**src/rtl/dmem_arbiter.sv**
```systemverilog
// Two-port round-robin arbiter in front of a single-port data memory.
// Each access takes IDLE -> ACCESS -> RESP. Misaligned and out-of-range accesses never reach memory.
module dmem_arbiter #(
   parameter int DEPTH = 64
) (
   input  logic        clk,
   input  logic        resetn,
   input  logic        req0,
   input  logic        we0,
   input  logic [31:0] addr0,
   input  logic [31:0] wdata0,
   output logic        ack0,
   output logic [31:0] rdata0,
   output logic        err0,
   input  logic        req1,
   input  logic        we1,
   input  logic [31:0] addr1,
   input  logic [31:0] wdata1,
   output logic        ack1,
   output logic [31:0] rdata1,
   output logic        err1,
   output logic [31:0] mem_a,
   output logic        mem_we,
   output logic [31:0] mem_wd,
   input  logic [31:0] mem_rd,
   output logic [1:0]  fsm_state
);

   // Handshake: a requester raises req with we/addr/wdata stable and holds them
   // until it sees its one-cycle ack (registered, in RESP); it may drop or change
   // req only at the end of that RESP cycle.
   typedef enum logic [1:0] {
      IDLE   = 2'd0,
      ACCESS = 2'd1,
      RESP   = 2'd2
   } state_t;

   state_t      state, state_nxt;
   logic        gnt, gnt_nxt;
   logic        last;
   logic        sel_we;
   logic [31:0] sel_addr;
   logic [31:0] sel_wdata;
   logic        bad;

   assign fsm_state = state;

   always_comb begin
      sel_we    = gnt ? we1    : we0;
      sel_addr  = gnt ? addr1  : addr0;
      sel_wdata = gnt ? wdata1 : wdata0;
      // Full 30-bit word-index compare so high address bits cannot alias into range.
      bad       = (sel_addr[1:0] != 2'b00) || (sel_addr[31:2] >= 30'(DEPTH));
   end

   always_comb begin
      state_nxt = state;
      gnt_nxt   = gnt;
      mem_a     = 32'h0;
      mem_wd    = 32'h0;
      mem_we    = 1'b0;
      case (state)
         IDLE: begin
            if (req0 && req1) begin
               gnt_nxt   = ~last;
               state_nxt = ACCESS;
            end else if (req0) begin
               gnt_nxt   = 1'b0;
               state_nxt = ACCESS;
            end else if (req1) begin
               gnt_nxt   = 1'b1;
               state_nxt = ACCESS;
            end
         end
         ACCESS: begin
            mem_a     = sel_addr;
            mem_wd    = sel_wdata;
            mem_we    = sel_we && !bad;
            state_nxt = RESP;
         end
         RESP: begin
            state_nxt = IDLE;
         end
         default: begin
            state_nxt = IDLE;
         end
      endcase
   end

   always_ff @(posedge clk or negedge resetn) begin
      if (!resetn) begin
         state  <= IDLE;
         gnt    <= 1'b0;
         last   <= 1'b1;
         ack0   <= 1'b0;
         ack1   <= 1'b0;
         err0   <= 1'b0;
         err1   <= 1'b0;
         rdata0 <= 32'h0;
         rdata1 <= 32'h0;
      end else begin
         state <= state_nxt;
         gnt   <= gnt_nxt;
         ack0  <= 1'b0;
         ack1  <= 1'b0;
         err0  <= 1'b0;
         err1  <= 1'b0;
         if (state == ACCESS) begin
            last <= gnt;
            if (!gnt) begin
               ack0 <= 1'b1;
               err0 <= bad;
               if (bad)          rdata0 <= 32'h0;
               else if (!sel_we) rdata0 <= mem_rd;
            end else begin
               ack1 <= 1'b1;
               err1 <= bad;
               if (bad)          rdata1 <= 32'h0;
               else if (!sel_we) rdata1 <= mem_rd;
            end
         end
      end
   end

endmodule

```
**config.mk**
```make
export PLATFORM = sky130hd
export DESIGN_NAME = dmem_arbiter
export DESIGN_NICKNAME = d
export VERILOG_FILES = /design/src/rtl/dmem_arbiter.sv
export SDC_FILE = /design/constraint.sdc
export NUM_CORES = 1
export LEC_CHECK = 0
export ABC_AREA = 1
export BUFFER_PORTS_ARGS = -buffer_cell sky130_fd_sc_hd__buf_2
export CORE_AREA = 2 2 117 119
export DETAILED_ROUTE_END_ITERATION = 16
export DIE_AREA = 0 0 119 121
export GPL_TIMING_DRIVEN = 1
export PLACE_DENSITY = 0.77
export SKIP_LAST_GASP = 1
export SYNTH_ARGS = -nofsm -noshare
export SYNTH_HDL_FRONTEND = slang
export SYNTH_SLANG_ARGS = --single-unit
export TNS_END_PERCENT = 100
```
**constraint.sdc**
```tcl
create_clock -name clk -period 2.1 [get_ports clk]
set_input_delay 0 -clock clk [delete_from_list [all_inputs] [get_ports clk]]
set_output_delay 0 -clock clk [all_outputs]
set_load 0.005 [all_outputs]
```
# Yosys cells after proc, flatten, opt, wreduce, memory -nomap -nowiden
# Index checks and enable logic that the tools add are counted.
[totals]
ff_bits = 72
input_bits = 166
out_inout_bits = 135
elab_cells = 48
[classes]
n_lt_le_gt_ge = 1
n_eq_ne = 3
muxes = 23
bitwise_logic = 2
reduce_logical = 10
[op_table]
columns = ["cell", "count"]
rows = [
  ["$mux 32", 6],
  ["$ge 30x7->1 const B", 1],
  ["$mux 1", 13],
  ["$mux 2", 3],
  ["$reduce_and 3->1", 2],
  ["$ne 4x4->1 const B", 1],
  ["$pmux 2 s2", 1],
  ["$reduce_bool 3->1", 1],
  ["$eq 2x1->1 const B", 1],
  ["$logic_and 1x1->1", 2],
  ["$logic_not 2->1", 1],
  ["$ne 2x1->1 const B", 1],
  ["$not 1->1", 2],
  ["$reduce_and 2->1", 1],
  ["$reduce_bool 2->1", 1],
  ["$logic_not 1->1", 1],
  ["$logic_or 1x1->1", 1],
]

# Depth between registers and ports, before layout
# Gate-level depths: netlist of the first run.
[logic_depth]
word_depth = 6
ltp_mapped = 15
ltp_nobuf = 12

# Least setup slack after synthesis of the first run
# OpenSTA, ideal clock, no wires.
[synth_path]
path_type = "register to register"
start = "register gnt"
end = "register rdata1[2]"
setup_time_ns = 0.066
arrival_ns = 1.601
t_required_ns = 2.034
slack_ns = 0.433
path_stages_with_launch = 14
n_path_buf = 4
period_less_slack_ns = 1.667
cell_sequence = "dfrtp_1 > buf_2 > buf_2 > buf_2 > nand2_1 > nand2_1 > nor2_1 > nand3_1 > nor2_1 > nand3_1 > nand2_2 > buf_4 > nand2_1 > nand2_1"
[synth_via]
elab_chain_cells = 5
elab_cells_between_ends = 8
classes_between = "order compare (1); eq/ne (1); mux (3); reduce/logical (3)"
[synth_rtl]
columns = ["element", "line_no", "rtl"]
rows = [
  ["start: declaration", "39", "logic gnt, gnt_nxt;"],
  ["start signal: assignment", "103", "gnt <= gnt_nxt;"],
  ["$mux 32", "50", "sel_addr = gnt ? addr1 : addr0;"],
  ["$ge 30x7->1 / $reduce_bool 2->1 (equally long branches)", "53", "bad = (sel_addr[1:0] != 2'b00) || (sel_addr[31:2] >= 30'(DEPTH));"],
  ["$logic_or 1x1->1", "53", ""],
  ["$ne 2x1->1 (no line)", "-", ""],
  ["$reduce_and 3->1 (no line)", "-", ""],
  ["end signal: assignment", "119", "else if (!sel_we) rdata1 <= mem_rd;"],
  ["end: declaration", "20", "output logic [31:0] rdata1,"],
]
# Parallel ways exist; a longest one is shown, timed or not.
# A chain may end at the register's enable or synchronous reset.

# Worst setup path after layout of the first run
[layout_path]
start = "register gnt"
end = "output port mem_we"
[layout_via]
elab_chain_cells = 6
elab_cells_between_ends = 8
classes_between = "order compare (1); mux (3); reduce/logical (4)"
[layout_rtl]
columns = ["element", "line_no", "rtl"]
rows = [
  ["$mux 32", "50", ""],
  ["$ge 30x7->1 / $reduce_bool 2->1 (equally long branches)", "53", ""],
  ["$logic_or 1x1->1", "53", ""],
  ["$logic_not 1->1", "78", "mem_we = sel_we && !bad;"],
  ["$logic_and 1x1->1 *", "78", ""],
  ["$mux 1 *", "62", "case (state)"],
  ["end: declaration", "23", "output logic mem_we,"],
]
# Every way passes the cells marked *; elsewhere a longest branch is shown, timed or not.

==> results of run 1 <==
## state kept, by name, indices dropped and copies added, names as in the netlist
signal / count
err0: 1
rdata0: 32
last: 1
rdata1: 32
ack0: 1
err1: 1
fsm_state: 2
gnt: 1
ack1: 1
## routing by layer
layer	GRT usage	share of wire	up-vias
met3	0.0385	0.062	29
li1	-	-	2601
met5	0	0	-
met1	0.277	0.42	2402
met2	0.364	0.49	235
met4	0.0848	0.027	0
## power breakdown
group	leakage [uW]	internal, uW	switching [uW]
Sequential	0.000994	1460	42.1
Combinational	0.00302	1330	1950
Clock	0.000135	823	641
## worst max-delay path, cell delays in order, from the launching register on
cell and delay [ns]:
dfrtp_2 0.42, inv_4 0.08, buf_4 0.18, nand2_1 0.06
nand2_1 0.08, nor2_1 0.17, nand3_1 0.10, nor2_1 0.15
nand3_2 0.14, nor2_2 0.16, buf_2 0.14
## worst paths after layout
check                                from  slack [ns]    endpoint
max in group asynchronous          resetn        1.10         gnt
worst min-delay path                  we0        0.24   rdata1[7]
min in group asynchronous          resetn        0.35  rdata1[12]
worst min register to register  rdata1[5]        0.47   rdata1[5]
worst max-delay path                  gnt         0.1      mem_we
worst max register to register        gnt        0.21  rdata1[19]
## cells by family after synthesis
| logic type | after synthesis |
|---|---|
| AO/OA/AOI/OAI | 49 |
| buffers and inverters | 90 |
| flip-flops | 72 |
| multiplexers | 1 |
| AND/OR/NAND/NOR | 389 |
## stage by stage
step                       util  hold slack, ns  worst slack (ns)  power [uW]  setup TNS, ns
after floorplan               -          -0.296             0.433        3390              0
after detailed placement  0.456           0.192             0.204        4640              0
after CTS                 0.505           0.226            0.0366        6180              0
final                     0.510           0.244            0.0988        6240              0
after global placement    0.456           0.192             0.223        4630              0
after global routing      0.510           0.278           -0.0261        6690        -0.0261
## cells in the mapped netlist
| library cell | instances | area [sq um] |
|---|---|---|
| buf_6 | 6 | 67.6 |
| inv_2 | 3 | 11.3 |
| buf_4 | 9 | 67.6 |
| nor3_1 | 3 | 15.0 |
| clkbuf_1 | 8 | 30.0 |
| inv_1 | 39 | 146 |
| nand2_2 | 2 | 12.5 |
| dfstp_2 | 1 | 26.3 |
| nand3_1 | 5 | 25.0 |
| o21ai_1 | 3 | 15.0 |
| buf_1 | 5 | 18.8 |
| o21ai_0 | 2 | 10.0 |
| nor2_1 | 47 | 176 |
| buf_2 | 20 | 100 |
| a22o_1 | 32 | 280 |
| a21boi_0 | 1 | 7.51 |
| nand4_1 | 64 | 400 |
| dfrtp_1 | 71 | 1780 |
| mux2i_1 | 1 | 10.0 |
| a21oi_1 | 11 | 55.1 |
| nand2_1 | 266 | 998 |
| nor2_2 | 2 | 12.5 |
## area by class of cell
cell class,instances,area share
diodes,3,0.00113
clock buffers,9,0.0338
clock inverters,7,0.00919
inverters,42,0.0240
multi-input cells,439,0.307
flip-flops and latches,72,0.270
well taps,176,0.0330
repair buffers,358,0.322
## repair_timing
item                                   CTS  global route
buffers inserted                         0             0
hold buffers                            36             0
gates resized for setup                  0             9
setup endpoints to repair                0            62
endpoints found under the hold margin  137             0
==> flow_summary.json, run 1 <==
{
  "chipHeight_microns": 121,
  "final-seq-area_sq_um": 1800,
  "setup_viol": 0,
  "synthAdderAreaFrac": 0,
  "drv_cap": 0,
  "fin_skew_ns": 0.00475,
  "syn_area_per_cell_sq_um": 7.09,
  "mostFrequentLayoutCells": "buf_2 (299), nand2_1 (266), dfrtp_1 (70)",
  "antenna_left": 0,
  "grt_overflow": 0,
  "status": "complete, no violations",
  "insertion_delay_ns": 0.33,
  "clock.fmax_mhz": 500,
  "final_nets": 1088,
  "synth_seq_cells": 72,
  "avgViaCountPerCell": 4.76,
  "critPathArrivalTime_ns": 2.00,
  "grt_pass1_wl_microns": 25000,
  "die_w_microns": 119,
  "grt_setup_unrepaired": "yes",
  "hold_path_class": "in2reg",
  "drtIter0Drc": 440,
  "final_common_cell": "buf_2",
  "crit_fanout": 11,
  "design_area_sq_um": 6670,
  "nFillCells": 1285,
  "wl_per_cell_microns": 14.6,
  "min_path_cells": 6,
  "dr.pass1.iters": 5,
  "vias": 5267,
  "placed_area_sq_um": 5970,
  "dp_cells": 1050,
  "stdcell_count": 1106,
  "ys.warnings.count": 0,
  "multi_input_area_sq_um": 2050,
  "grt_pass1_vias": 4923,
  "cts-root-buf": "clkbuf_16",
  "dieArea_sq_um": 14400,
  "worst_setup_path_end_kind": "primary output",
  "worst_pin_slew_ns": 0.913,
  "max_slew_margin": 0.392,
  "synth_xor_area_frac": 0,
  "slew_viol_final": 0,
  "synth_fp_nets": 767,
  "start_kind": "flop",
  "synth_compound_area_frac": 0.0863,
  "std_cell_rows": 42,
  "drc_errors": 0,
  "cts_tree": "built",
  "cellLeakagePower_uw": 0.00415,
  "gp_congestion": 0.927,
  "grtUsageTotal": 0.217,
  "clk_pin_slew_ns": 0.06,
  "finalWirelength_microns": 16200,
  "grt_antenna_before_repair": 3,
  "clock_path_buffers": 2,
  "rr_worst_depth": 11,
  "synth_cell_types": 22,
  "muxShareOfSynthArea": 0.00235,
  "syn_area_sq_um": 4260,
  "period_needed_ns": 2.00,
  "core_sq_um": 13100,
  "port_buffers": 300,
  "ios": 301,
  "synth_top_family_by_area": "simple AND/OR/NAND/NOR gates",
  "initial_core_util": 0.326,
  "synthSimpleGateAreaFrac": 0.385,
  "ys_seq_area_frac": 0.423,
  "drive_gt1_frac": 0.380,
  "area_growth_pct": 56.5,
  "p_per_area_nw_per_um2": 936,
  "numCtsBuffers": 9,
  "cp.required_ns": 2.10,
  "period_share": 0.953,
  "grt_max_degree": 73,
  "post-dp-hpwl_microns": 11800,
  "cts_htree_levels": 3,
  "hold_violations": 0,
  "synthCells": 601,
  "vdd_drop_max_mv": 0.531,
  "worstSetupPathType": "reg2out",
  "clkSinkCount": 72
}
Note: power is estimated with default switching activity, not from simulation.
==> inputs of run 2 (changes only) <==
ABC_AREA = not set   (was 1)
CORE_AREA = 2 2 116 118   (was 2 2 117 119)
DIE_AREA = 0 0 118 120   (was 0 0 119 121)
PLACE_DENSITY = not set   (was 0.77)
PLACE_DENSITY_LB_ADDON = 0.1   (was not set)
clock period = 1.8 ns   (was 2.1 ns; I/O delays follow)
==> flow_summary.json, run 2 <==
{
  "cts_htree_levels": 3,
  "vdd_drop_max_mv": 0.613,
  "muxShareOfSynthArea": 0.129,
  "synth_top_family_by_area": "compound AO/OA/AOI/OAI gates",
  "finalWirelength_microns": 19800,
  "p_switching_uw": 2520,
  "dieArea_sq_um": 14200,
  "worstSetupPathType": "reg2out",
  "grt_pass1_vias": 5551,
  "ios": 301,
  "synthSimpleGateAreaFrac": 0.200,
  "chipHeight_microns": 120,
  "cellLeakagePower_uw": 0.00380,
  "postSynth.asyncResetShare": 1.00,
  "vias": 5969,
  "clk_pin_slew_ns": 0.05,
  "die_w_microns": 118,
  "wl_per_cell_microns": 18.7,
  "crit_slowest_cell": "dfrtp_4",
  "period_needed_ns": 1.74,
  "fin_skew_ns": 0.00462,
  "pwr-share-seq": 0.278,
  "status": "complete, no violations",
  "grt_overflow": 0,
  "core_sq_um": 13000,
  "crit_chain": "buf_6, inv_2, nand2_2, a2111oi_4, buf_2",
  "post-route-util": 0.579,
  "crit_family": "flip-flops",
  "combinationalPowerShare": 0.477,
  "port_buffers": 300,
  "hold_violations": 0,
  "intPower_uw": 4080,
  "mostFrequentLayoutCells": "buf_2 (299), o2111ai_1 (94), dfrtp_1 (70)",
  "grt_antenna_before_repair": 0,
  "clock.fmax_mhz": 573,
  "start_kind": "flop",
  "synth_fp_nets": 740,
  "synth_compound_area_frac": 0.227,
  "clock_path_buffers": 2,
  "std_cell_rows": 42,
  "ys_top_cells_by_area": "dfrtp_1 (35%), o2111ai_1 (17%), mux2i_1 (13%)",
  "ys.warnings.count": 0,
  "insertion_delay_ns": 0.34,
  "grtUsageTotal": 0.269,
  "synth_cell_types": 31,
  "synth_common_cells": "o2111ai_1 (96), dfrtp_1 (71), nand2_1 (69)",
  "crit_fanout": 6,
  "dr.pass1.iters": 5,
  "worst_pin_slew_ns": 0.703,
  "pre_cts_ws_ns": -0.0146,
  "avgViaCountPerCell": 5.65,
  "syn_area_sq_um": 5030,
  "max_stage_delay_ns": 0.52,
  "synth_flop_cell": "dfrtp_1",
  "nFillCells": 1182,
  "clkPwrFrac": 0.245,
  "period_share": 0.969,
  "max_slew_margin": 0.531,
  "syn_area_per_cell_sq_um": 8.76,
  "synth_top_cell_area_share": 0.353,
  "cts_tree": "built",
  "drive_gt1_frac": 0.418,
  "numCtsBuffers": 9,
  "grt_pass1_wl_microns": 30500,
  "cts-root-buf": "clkbuf_16",
  "synth_top_area_cell": "dfrtp_1",
  "grt_setup_unrepaired": "yes",
  "synth_edf_count": 0,
  "synth_xor_area_frac": 0,
  "synthAdderAreaFrac": 0,
  "final_common_cell": "buf_2",
  "synth_seq_cells": 72,
  "setup_viol": 0,
  "worst_setup_path_end_kind": "primary output",
  "initial_core_util": 0.387,
  "post-dp-hpwl_microns": 14000,
  "drv_cap": 0,
  "synthCells": 574,
  "final_nets": 1043,
  "clkSinkCount": 72,
  "yosysMostFrequentCell": "o2111ai_1",
  "cp.required_ns": 1.80,
  "p_per_area_nw_per_um2": 879,
  "antenna_left": 0,
  "diodes": 0,
  "area_growth_pct": 49.4,
  "hold_path_class": "in2reg",
  "ys_seq_area_frac": 0.359,
  "drc_errors": 0,
  "drtIter0Drc": 561,
  "grt_max_degree": 69,
  "gp_congestion": 0.892,
  "cp_num_buf_inv": 3,
  "switching_share": 0.382,
  "fin_tns_setup_ns": 0,
  "slew_viol_final": 0,
  "setup_ws_ns": 0.0562,
  "critPathArrivalTime_ns": 1.74
}
==> run 2: logic make-up (layout without fill, tap and decap cells) <==
logic type / count (synthesis) / after routing
flip-flops: 72 / 72
buffers and inverters: 80 / 386
AND/OR/NAND/NOR: 223 / 223
multiplexers: 65 / 65
AO/OA/AOI/OAI: 134 / 134
==> run 2: layout make-up <==
class	count	area (sq um)	area share
Sequential cell	72	1810	0.241
Clock buffer	13	250	0.0333
Tap cell	176	220	0.0293
Timing Repair Buffer	368	2330	0.311
Clock inverter	1	5.00	0.000666
Multi-Input combinational cell	422	2880	0.383
Inverter	4	15.0	0.00200
==> run 2: path summary, 6_finish.rpt <==
path                              end  slack (ns)  depth (start not counted)  startpoint
max                            mem_we        0.06                          5         gnt
min                               gnt        0.01                          3        req0
max reg2reg                rdata0[11]        0.07                          6         gnt
min reg2reg                      last        0.46                          2        last
max in group asynchronous  rdata1[18]        0.90                          3      resetn
min in group asynchronous        ack0        0.25                          2      resetn
==> run 2: power by group through the flow <==
| stage | registers (uW) | logic, uW | clock network (uW) |
|---|---|---|---|
| CTS | 1830 | 3120 | 1630 |
| floorplan | 1820 | 1860 | 0 |
| global placement | 1840 | 2970 | 0 |
| finish | 1840 | 3150 | 1610 |
| global route | 1850 | 3400 | 1710 |
| detailed placement | 1850 | 3020 | 0 |
==> run 2: repair_timing <==
action                                  4_1_cts  5_1_grt
hold buffers                                 34        0
endpoints found under the hold margin       106        0
endpoints found under the setup margin       49      131
gates cloned                                  2        0
pin swaps                                     1        8
setup buffers                                 3        0
resized for setup                             3       17
==> run 2: stage by stage <==
| step | instances | power (uW) | hold WS, ns | cell area, sq um |
|---|---|---|---|---|
| finish | 1056 | 6600 | 0.0108 | 7510 |
| global route | 1056 | 6960 | 0.0112 | 7510 |
| CTS | 1056 | 6580 | 0.000714 | 7430 |
| detailed placement | 1003 | 4870 | 0.0868 | 6730 |
| global placement | 1003 | 4820 | 0.0934 | 6730 |
| floorplan | 574 | 3680 | -0.296 | 5030 |
==> run 2: per-layer routing <==
layer  vias up  global-route usage  share of wire
li1       2808                   -              -
met3        44              0.0437          0.061
met2       265               0.422           0.48
met1      2852               0.375           0.44
met4         0              0.0979          0.027
met5         -                   0              0
==> run 2: worst register-to-register path, delay by kind of cell (launching register included) <==
kind / cells / cell delay [ns]
flip-flops: 1 / 0.52
AND/OR/NAND/NOR: 2 / 0.55
AO/OA/AOI/OAI: 2 / 0.27
buffers and inverters: 2 / 0.32
==> inputs of run 3 (changes only) <==
PLACE_DENSITY = 0.76   (was not set)
PLACE_DENSITY_LB_ADDON = not set   (was 0.1)
==> flow_summary.json, run 3 (synthesis gave the netlist of run 2 again) <==
{
  "clk_pin_slew_ns": 0.06,
  "area_growth_pct": 49.2,
  "cp_num_buf_inv": 2,
  "slew_viol_final": 0,
  "setup_viol": 0,
  "worstSetupPathType": "reg2reg",
  "post-dp-hpwl_microns": 13900,
  "vdd_drop_max_mv": 0.793,
  "stdcell_count": 1058,
  "dr.pass1.iters": 5,
  "worst_setup_path_end_kind": "flop",
  "drc_errors": 0,
  "crit_family": "simple AND/OR/NAND/NOR gates",
  "final_common_cell": "buf_2",
  "grtUsageTotal": 0.267,
  "worstSetupStartpoint": "gnt",
  "grt_overflow": 0,
  "period_needed_ns": 1.76,
  "insertion_delay_ns": 0.34,
  "worst_pin_slew_ns": 0.616,
  "hold_path_class": "in2reg",
  "final_nets": 1043,
  "clkSinkCount": 72,
  "std_cell_rows": 42,
  "port_buffers": 300,
  "setup_ws_ns": 0.0408,
  "diodes": 0,
  "status": "complete, no violations",
  "cts-root-buf": "clkbuf_16",
  "gp_congestion": 0.935,
  "clock.fmax_mhz": 568,
  "grt_pass1_vias": 5540,
  "r2r_end": "rdata0[13]",
  "initial_core_util": 0.387,
  "fin_skew_ns": 0.00757,
  "r2r_start": "gnt",
  "dieArea_sq_um": 14200,
  "vias": 5950,
  "chipHeight_microns": 120,
  "wl_per_cell_microns": 18.3,
  "grt_max_degree": 67,
  "grt_setup_unrepaired": "yes",
  "drv_cap": 0,
  "finalPower_uw": 7100,
  "grt_pass1_wl_microns": 30300,
  "cts_tree": "built",
  "crit_slowest_cell": "dfrtp_4",
  "grt_antenna_before_repair": 2,
  "drtIter0Drc": 538,
  "max_slew_margin": 0.589,
  "cts_htree_levels": 3,
  "critPathArrivalTime_ns": 2.01,
  "clock_path_buffers": 2,
  "crit_chain": "buf_6, or3b_4, nor2_8, buf_12, o2111ai_1, o211ai_1",
  "max_stage_delay_ns": 0.52,
  "core_sq_um": 13000,
  "mostFrequentLayoutCells": "buf_2 (299), o2111ai_1 (96), dfrtp_1 (70)",
  "numCtsBuffers": 9,
  "dp_cells": 1004,
  "period_share": 0.977,
  "cp.depth": 6,
  "ios": 301,
  "pre_cts_ws_ns": 0.0137,
  "crit_fanout": 27,
  "fin_tns_setup_ns": 0,
  "antenna_left": 0,
  "rr_worst_depth": 6,
  "die_w_microns": 118,
  "rrSetupSlack_ns": 0.04,
  "cp.required_ns": 2.05,
  "avgViaCountPerCell": 5.62,
  "hold_violations": 0,
  "cellLeakagePower_uw": 0.00383,
  "finalWirelength_microns": 19400,
  "min_path_cells": 3,
  "drive_gt1_frac": 0.421,
  "start_kind": "flop",
  "crit_path_end": "rdata0[13]",
  "p_per_area_nw_per_um2": 946
}
run 3: cell count changes in the layout (fill, tap and decap cells not counted), moves of 2 or more:
cell | previous run | this run
buf_4 | 15 | 20
clkbuf_8 | 1 | 3
clkbuf_1 | 3 | 0
bufbuf_16 | 2 | 0
bufinv_16 | 0 | 2
o2111ai_1 | 94 | 96
buf_12 | 13 | 11
o2111ai_2 | 2 | 0
run 3: per-stage QoR:
| stage | hold slack [ns] | utilization | area (sq um) |
|---|---|---|---|
| 2_1_floorplan | -0.296 | - | 5030 |
| 3_3_place_gp | 0.0508 | 0.517 | 6710 |
| 3_5_place_dp | 0.0533 | 0.517 | 6710 |
| 4_1_cts | 0.0105 | 0.574 | 7450 |
| 5_1_grt | 0.0198 | 0.578 | 7500 |
| 6_report | 0.0103 | 0.578 | 7500 |
run 3: worst min path at each step:
stage               startpoint  slack (ns)         to
floorplan               resetn       -0.30       ack0
global placement        resetn        0.05  rdata1[8]
detailed placement      resetn        0.05  rdata1[7]
CTS                       req0        0.01        gnt
global route              req0        0.02        gnt
finish                    req0        0.01        gnt
run 3: worst register-to-register path, stage by stage (launching register included):
cell       delay (ns)
dfrtp_4          0.52
buf_6            0.14
or3b_4           0.43
nor2_8           0.11
buf_12           0.18
o2111ai_1        0.17
o211ai_1         0.13
run 3: metal layers:
layer,up-vias,part of all wire,track usage
met5,-,0.00088,0
met4,2,0.022,0.0858
met3,41,0.081,0.0556
met2,335,0.48,0.429
met1,2762,0.41,0.360
li1,2810,-,-
run 3: power breakdown:
part	switching (uW)	internal, uW	leakage (uW)
Clock	692	1330	0.000169
Combinational	1800	1440	0.00266
Sequential	98.8	1740	0.000995
run 3: cell type report:
type	count	area, sq um
flip-flops and latches	72	1810
well taps	176	220
clock buffers	12	267
repair buffers	368	2250
fillers	1123	5480
inverters	4	17.5
multi-input cells	422	2870
clock inverters	4	73.8
run 3: repair_timing:
action / in CTS / in global routing
hold buffers: 35 / 0
gates resized for setup: 7 / 10
buffers inserted: 3 / 0
endpoints found under the setup margin: 52 / 43
hold endpoints to repair: 100 / 0
pin swaps: 2 / 2
